`src/rtl/mem_arbiter.sv`:
```
// Single-port memory arbiter shared by instruction fetch (IF) and load/store (LS), one transaction in flight.
// Optional IF anti-starvation guard is enabled by defining ARB_STARVE_GUARD_EN.
module mem_arbiter #(
    parameter int ADDR_W     = 64,
    parameter int DATA_W     = 64,
    parameter int STARVE_MAX = 4
) (
    input  logic                clk,
    input  logic                rst,

    input  logic                if_req_valid,
    input  logic [ADDR_W-1:0]   if_req_addr,
    output logic                if_req_ready,
    output logic                if_resp_valid,
    output logic [DATA_W-1:0]   if_resp_data,

    input  logic                ls_req_valid,
    input  logic                ls_req_we,
    input  logic [ADDR_W-1:0]   ls_req_addr,
    input  logic [DATA_W-1:0]   ls_req_wdata,
    input  logic [DATA_W/8-1:0] ls_req_wmask,
    output logic                ls_req_ready,
    output logic                ls_resp_valid,
    output logic [DATA_W-1:0]   ls_resp_data,

    output logic                mem_req_valid,
    output logic                mem_req_we,
    output logic [ADDR_W-1:0]   mem_req_addr,
    output logic [DATA_W-1:0]   mem_req_wdata,
    output logic [DATA_W/8-1:0] mem_req_wmask,
    input  logic                mem_req_ready,
    input  logic                mem_resp_valid,
    input  logic [DATA_W-1:0]   mem_resp_data
);

    typedef enum logic [1:0] {
        IDLE,
        REQ,
        WAIT
    } state_t;

    state_t state;
    logic   owner_if;
    logic   grant_if;
    logic   grant_ls;
    logic   force_if;

`ifdef ARB_STARVE_GUARD_EN
    localparam int CNT_W = $clog2(STARVE_MAX + 1);

    logic [CNT_W-1:0] starve_cnt;

    assign force_if = if_req_valid && (starve_cnt == CNT_W'(STARVE_MAX));

    // Counts back-to-back LS wins that left IF waiting; saturates so IF stays forced.
    always_ff @(posedge clk or posedge rst) begin
        if (rst) begin
            starve_cnt <= '0;
        end else if (grant_ls && if_req_valid) begin
            if (starve_cnt != CNT_W'(STARVE_MAX)) begin
                starve_cnt <= starve_cnt + CNT_W'(1);
            end
        end else if (grant_if || grant_ls) begin
            starve_cnt <= '0;
        end
    end
`else
    logic unused_cfg;

    assign force_if   = 1'b0;
    assign unused_cfg = (STARVE_MAX > 0);
`endif

    // Grants exist only in IDLE, and are masked by reset so ready is 0 while rst is high.
    always_comb begin
        grant_ls = 1'b0;
        grant_if = 1'b0;
        if (!rst && state == IDLE) begin
            if (ls_req_valid && !force_if) begin
                grant_ls = 1'b1;
            end else if (if_req_valid) begin
                grant_if = 1'b1;
            end
        end
    end

    assign if_req_ready = grant_if;
    assign ls_req_ready = grant_ls;

    always_ff @(posedge clk or posedge rst) begin
        if (rst) begin
            state         <= IDLE;
            owner_if      <= 1'b0;
            mem_req_valid <= 1'b0;
            mem_req_we    <= 1'b0;
            mem_req_addr  <= '0;
            mem_req_wdata <= '0;
            mem_req_wmask <= '0;
        end else begin
            case (state)
                IDLE: begin
                    if (grant_ls) begin
                        owner_if      <= 1'b0;
                        mem_req_valid <= 1'b1;
                        mem_req_we    <= ls_req_we;
                        mem_req_addr  <= ls_req_addr;
                        mem_req_wdata <= ls_req_wdata;
                        mem_req_wmask <= ls_req_wmask;
                        state         <= REQ;
                    end else if (grant_if) begin
                        owner_if      <= 1'b1;
                        mem_req_valid <= 1'b1;
                        mem_req_we    <= 1'b0;
                        mem_req_addr  <= if_req_addr;
                        mem_req_wdata <= '0;
                        mem_req_wmask <= '0;
                        state         <= REQ;
                    end
                end
                REQ: begin
                    if (mem_req_ready) begin
                        mem_req_valid <= 1'b0;
                        state         <= WAIT;
                    end
                end
                WAIT: begin
                    if (mem_resp_valid) begin
                        state <= IDLE;
                    end
                end
                default: begin
                    mem_req_valid <= 1'b0;
                    state         <= IDLE;
                end
            endcase
        end
    end

    // Responses outside WAIT (stale or early) never reach a requester.
    assign if_resp_valid = (state == WAIT) && mem_resp_valid && owner_if;
    assign ls_resp_valid = (state == WAIT) && mem_resp_valid && !owner_if;
    assign if_resp_data  = rst ? '0 : mem_resp_data;
    assign ls_resp_data  = rst ? '0 : mem_resp_data;

endmodule

```
`config.mk`:
```
export PLATFORM = sky130hd
export DESIGN_NAME = mem_arbiter
export DESIGN_NICKNAME = d
export VERILOG_FILES = /design/src/rtl/mem_arbiter.sv
export SDC_FILE = /design/constraint.sdc
export NUM_CORES = 1
export LEC_CHECK = 0
export CAP_MARGIN = 20
export CORE_AREA = 2 2 211 213
export CTS_CLUSTER_SIZE = 14
export DETAILED_ROUTE_END_ITERATION = 8
export DIE_AREA = 0 0 213 215
export GPL_ROUTABILITY_DRIVEN = 0
export GPL_TIMING_DRIVEN = 0
export SLEW_MARGIN = 10
export SYNTH_ARGS = -nofsm -noshare
export SYNTH_HDL_FRONTEND = slang
export SYNTH_SLANG_ARGS = --single-unit
export TNS_END_PERCENT = 30
```
`constraint.sdc`:
```
create_clock -name clk -period 9.93 [get_ports clk]
set_input_delay 1.986 -clock clk [delete_from_list [all_inputs] [get_ports clk]]
set_output_delay 1.986 -clock clk [all_outputs]
set_load 0.01 [all_outputs]
```
==> qor.json, run 1 <==
{
  "drt": {
    "drt.antenna.violating_nets": 0,
    "detailedRoute.firstPassIterationCount": 4,
    "dr_total_vias": 7308,
    "detailedRoute.firstIterationViolations": 262,
    "drt-total-wl_mm": 37.83,
    "detail_route.wl_per_cell_um": 21.17,
    "viasPerCell": 4.090,
    "remaining_drc_errors": 0
  },
  "timing": {
    "min_period_ns": 6.600,
    "setup_skew_after_layout_ns": 0.01641,
    "setup_tns_ns": 0,
    "finalSetupViolCount": 0,
    "grt_setup_unrepaired": "false",
    "final_max_slew_viol_count": 0,
    "worstMarginPinSlew_ns": 0.7431,
    "slew-limit-headroom_pct": 50.46,
    "clock.fmax_mhz": 151.5,
    "hold_viol_final": 0,
    "min_period_over_period_pct": 66.47
  },
  "floorplanning": {
    "design.core.area_um2": 43640,
    "die-height_um": 215,
    "die_w_um": 213,
    "pin_count": 541,
    "die-area_um2": 45800,
    "num_rows": 77,
    "start_util_pct": 15.98
  },
  "synthesis": {
    "postSynthCellCount": 616,
    "post_synth.cell_area_avg_um2": 11.32,
    "synthesis.nets": 887,
    "synth.lib_cells_used.distinct": 28,
    "ys_warn_count": 0,
    "synth.most_common_cell": "sky130_fd_sc_hd__dfrtp_1",
    "synthDominantAreaCellType": "sky130_fd_sc_hd__dfrtp_1",
    "synth.cell_area_um2": 6975,
    "yosys.area.top_type_share_pct": 50.58,
    "synth_top_cells_by_count": "141 x sky130_fd_sc_hd__dfrtp_1, 73 x sky130_fd_sc_hd__a22o_1, 69 x sky130_fd_sc_hd__buf_4",
    "seq_area_frac_synth_pct": 50.58,
    "synth-main-ff-cell": "sky130_fd_sc_hd__dfrtp_1",
    "synth_async_sr_flop_share_pct": 100.0,
    "edff_count_synth": 0,
    "ys_ff_latch": 141,
    "cell_types_occupying_the_most_area_after_synthesis": "sky130_fd_sc_hd__dfrtp_1 51%, sky130_fd_sc_hd__a22o_1 9.2%, sky130_fd_sc_hd__buf_4 7.4%"
  },
  "place": {
    "port-buffer-count": 538,
    "post_detail_place_hpwl_mm": 31.24
  },
  "worst_setup_path": {
    "timing.critical_path.arrival_ns": 4.61,
    "crit_path_max_incr_delay_ns": 0.73,
    "timing.critical_path.required_ns": 7.94,
    "startpoint_types": "input port",
    "critPathSlowestCell": "sky130_fd_sc_hd__clkdlybuf4s50_1",
    "setup.worst_path.class": "in -> out",
    "path_cells": "clkdlybuf4s50_1, clkbuf_1, clkbuf_1, nor2b_1, buf_4, clkdlybuf4s50_1",
    "cp_top_family": "buffers and inverters",
    "worst-path-buf-inv": 5,
    "critical_path_peak_fanout": 10,
    "crit_path_end_kind": "output pin"
  },
  "power_and_ir_drop": {
    "power.switching_fraction_pct": 35.54,
    "sequentialPowerShare_pct": 33.1,
    "total_switching_power_mw": 1.142,
    "power_report.internal_total_mw": 2.071,
    "total_leakage_power_nw": 5.539,
    "power_density_nw_per_um2": 234.1,
    "pwr-share-clk_pct": 19.6,
    "p_comb_share_pct": 47.3,
    "max-vdd-ir-drop_mv": 0.1152
  },
  "flow_run": {
    "drv_cap": 0
  },
  "clock_network": {
    "cts_tree": "done",
    "cts-htree-levels": 4,
    "cts-buffers-inserted": 17,
    "cell_at_the_root_of_the_clock_tree": "sky130_fd_sc_hd__clkbuf_16",
    "clkSinkCount": 141,
    "post_cts_resized": 0,
    "clk_pin_slew_ns": 0.07,
    "clk-insertion-delay-late_ns": 0.44,
    "cts_max_path_buffers": 2,
    "post_cts.repair.setup_buffers": 0,
    "ctsHoldBuffers": 0
  },
  "global_route": {
    "grt.overflow.total": 0,
    "number_of_global_route_vias_before_repair": 7920,
    "antenna_violations_before_repair": 13,
    "grt.total_usage_pct": 16.15,
    "grt_first_pass_wirelength_mm": 52.83,
    "grt_max_degree": 95
  },
  "layout": {
    "layout-drive-gt1-share_pct": 13.56,
    "fillCellCount": 4583,
    "final_core_util_pct": 31.45,
    "num-nets-final": 1445,
    "synthToLayoutAreaGrowth_pct": 96.79
  },
  "min_path": {
    "hold_path.class": "reg -> reg"
  },
  "status": {
    "outcome": "finished clean"
  }
}
cell usage in the layout, fill, tap and decap left out, types with 18 or more instances in the layout:
master and instances:
sky130_fd_sc_hd__nand2_1 39, sky130_fd_sc_hd__a31oi_1 29, sky130_fd_sc_hd__buf_4 69, sky130_fd_sc_hd__o2bb2ai_1 29, sky130_fd_sc_hd__buf_2 18, sky130_fd_sc_hd__and2_1 30, sky130_fd_sc_hd__a22oi_2 30, sky130_fd_sc_hd__a22o_1 73
sky130_fd_sc_hd__clkbuf_1 28, sky130_fd_sc_hd__nor2b_1 65, sky130_fd_sc_hd__clkdlybuf4s50_1 538, sky130_fd_sc_hd__dfrtp_1 141, sky130_fd_sc_hd__a32oi_1 35
metal layers:
metal	up-vias	wire (um)	global-route usage, %
met5	-	26	0
met4	4	1807	9.347
met3	59	3017	4.559
met2	407	19250	29.25
met1	3508	13730	16.40
li1	3330	-	-
stage by stage:
stage	cell area [um2]	std cells	setup WS [ns]	hold WS (ns)	total power, mW
finish	13730	1787	3.330	0.4795	3.213
global route	13730	1787	3.137	0.4988	3.396
CTS	13710	1779	3.153	0.4909	3.259
detailed placement	13140	1747	3.151	0.4719	2.598
global placement	13100	1746	1.246	0.4646	2.583
floorplan	6975	616	3.960	0.4827	1.645
worst reg2reg max path: cells and delay by family (launching register included):
kind	cells	cell delay, ns
compound gates	1	0.19
buf+inv	3	0.92
simple gates	1	0.43
flops	1	0.38
logic make-up (layout without fill, tap and decap cells):
| group | after synthesis | after routing | share of synthesized area [%] |
|---|---|---|---|
| AND/OR/NAND/NOR | 146 | 146 | 12.07 |
| AO/OA/AOI/OAI | 204 | 204 | 25.94 |
| other | 0 | 8 | 0 |
| buffers and inverters | 125 | 696 | 11.41 |
| flip-flops | 141 | 141 | 50.58 |
area by class of cell:
cell class | count | area (um2) | area share [%]
timing repair buffer | 539 | 5413 | 39.43
sequential | 141 | 3528 | 25.70
multi-input combinational | 350 | 2651 | 19.31
buffer | 123 | 788.3 | 5.742
tap | 592 | 740.7 | 5.396
clock buffer | 17 | 425.4 | 3.099
clock inverter | 15 | 145.1 | 1.057
antenna | 8 | 20.02 | 0.1458
inverter | 2 | 15.01 | 0.1094
registers in the layout (all words and copies together), names as in the netlist:
register       cells
mem_req_valid      1
mem_req_we         1
owner_if           1
mem_req_addr      64
mem_req_wmask      8
state              2
mem_req_wdata     64
path summary, 6_finish.rpt:
check                                   start           endpoint  slack [ns]  depth (start not counted)
worst max-delay path                      rst    ls_resp_data[5]        3.33                          6
worst min-delay path            mem_req_valid      mem_req_valid        0.48                          2
worst max register to register       state[0]   mem_req_wdata[3]        7.96                          5
worst min register to register  mem_req_valid      mem_req_valid        0.48                          2
max in group asynchronous                 rst  mem_req_wdata[34]        6.64                          4
min in group asynchronous                 rst    mem_req_addr[2]        2.47                          3
power by group through the flow:
stage	combinational (mW)	clock (mW)	sequential (mW)
finish	1.52	0.629	1.06
global route	1.62	0.680	1.10
CTS	1.54	0.654	1.06
detailed placement	1.54	0	1.05
global placement	1.52	0	1.06
floorplan	0.489	0	1.16
(Power assumes the default switching activity.)
==> run 2: changes to the inputs <==
==> constraint.sdc (replaced) <==
create_clock -name clk -period 5.95 [get_ports clk]
set_input_delay 1.19 -clock clk [delete_from_list [all_inputs] [get_ports clk]]
set_output_delay 1.19 -clock clk [all_outputs]
set_load 0.01 [all_outputs]
==> results of run 2 <==
Same layout as run 1 (identical final DEF). Status: finished clean.
Main changes from that run: setup slack after placement 3.151 ns -> 0.7625 ns; setup slack after layout 3.330 ns -> 0.9417 ns; register-to-register setup slack 7.96 ns -> 3.98 ns; total power 3.213 mW -> 5.362 mW; worst IR drop on VDD 0.1152 mV -> 0.1923 mV
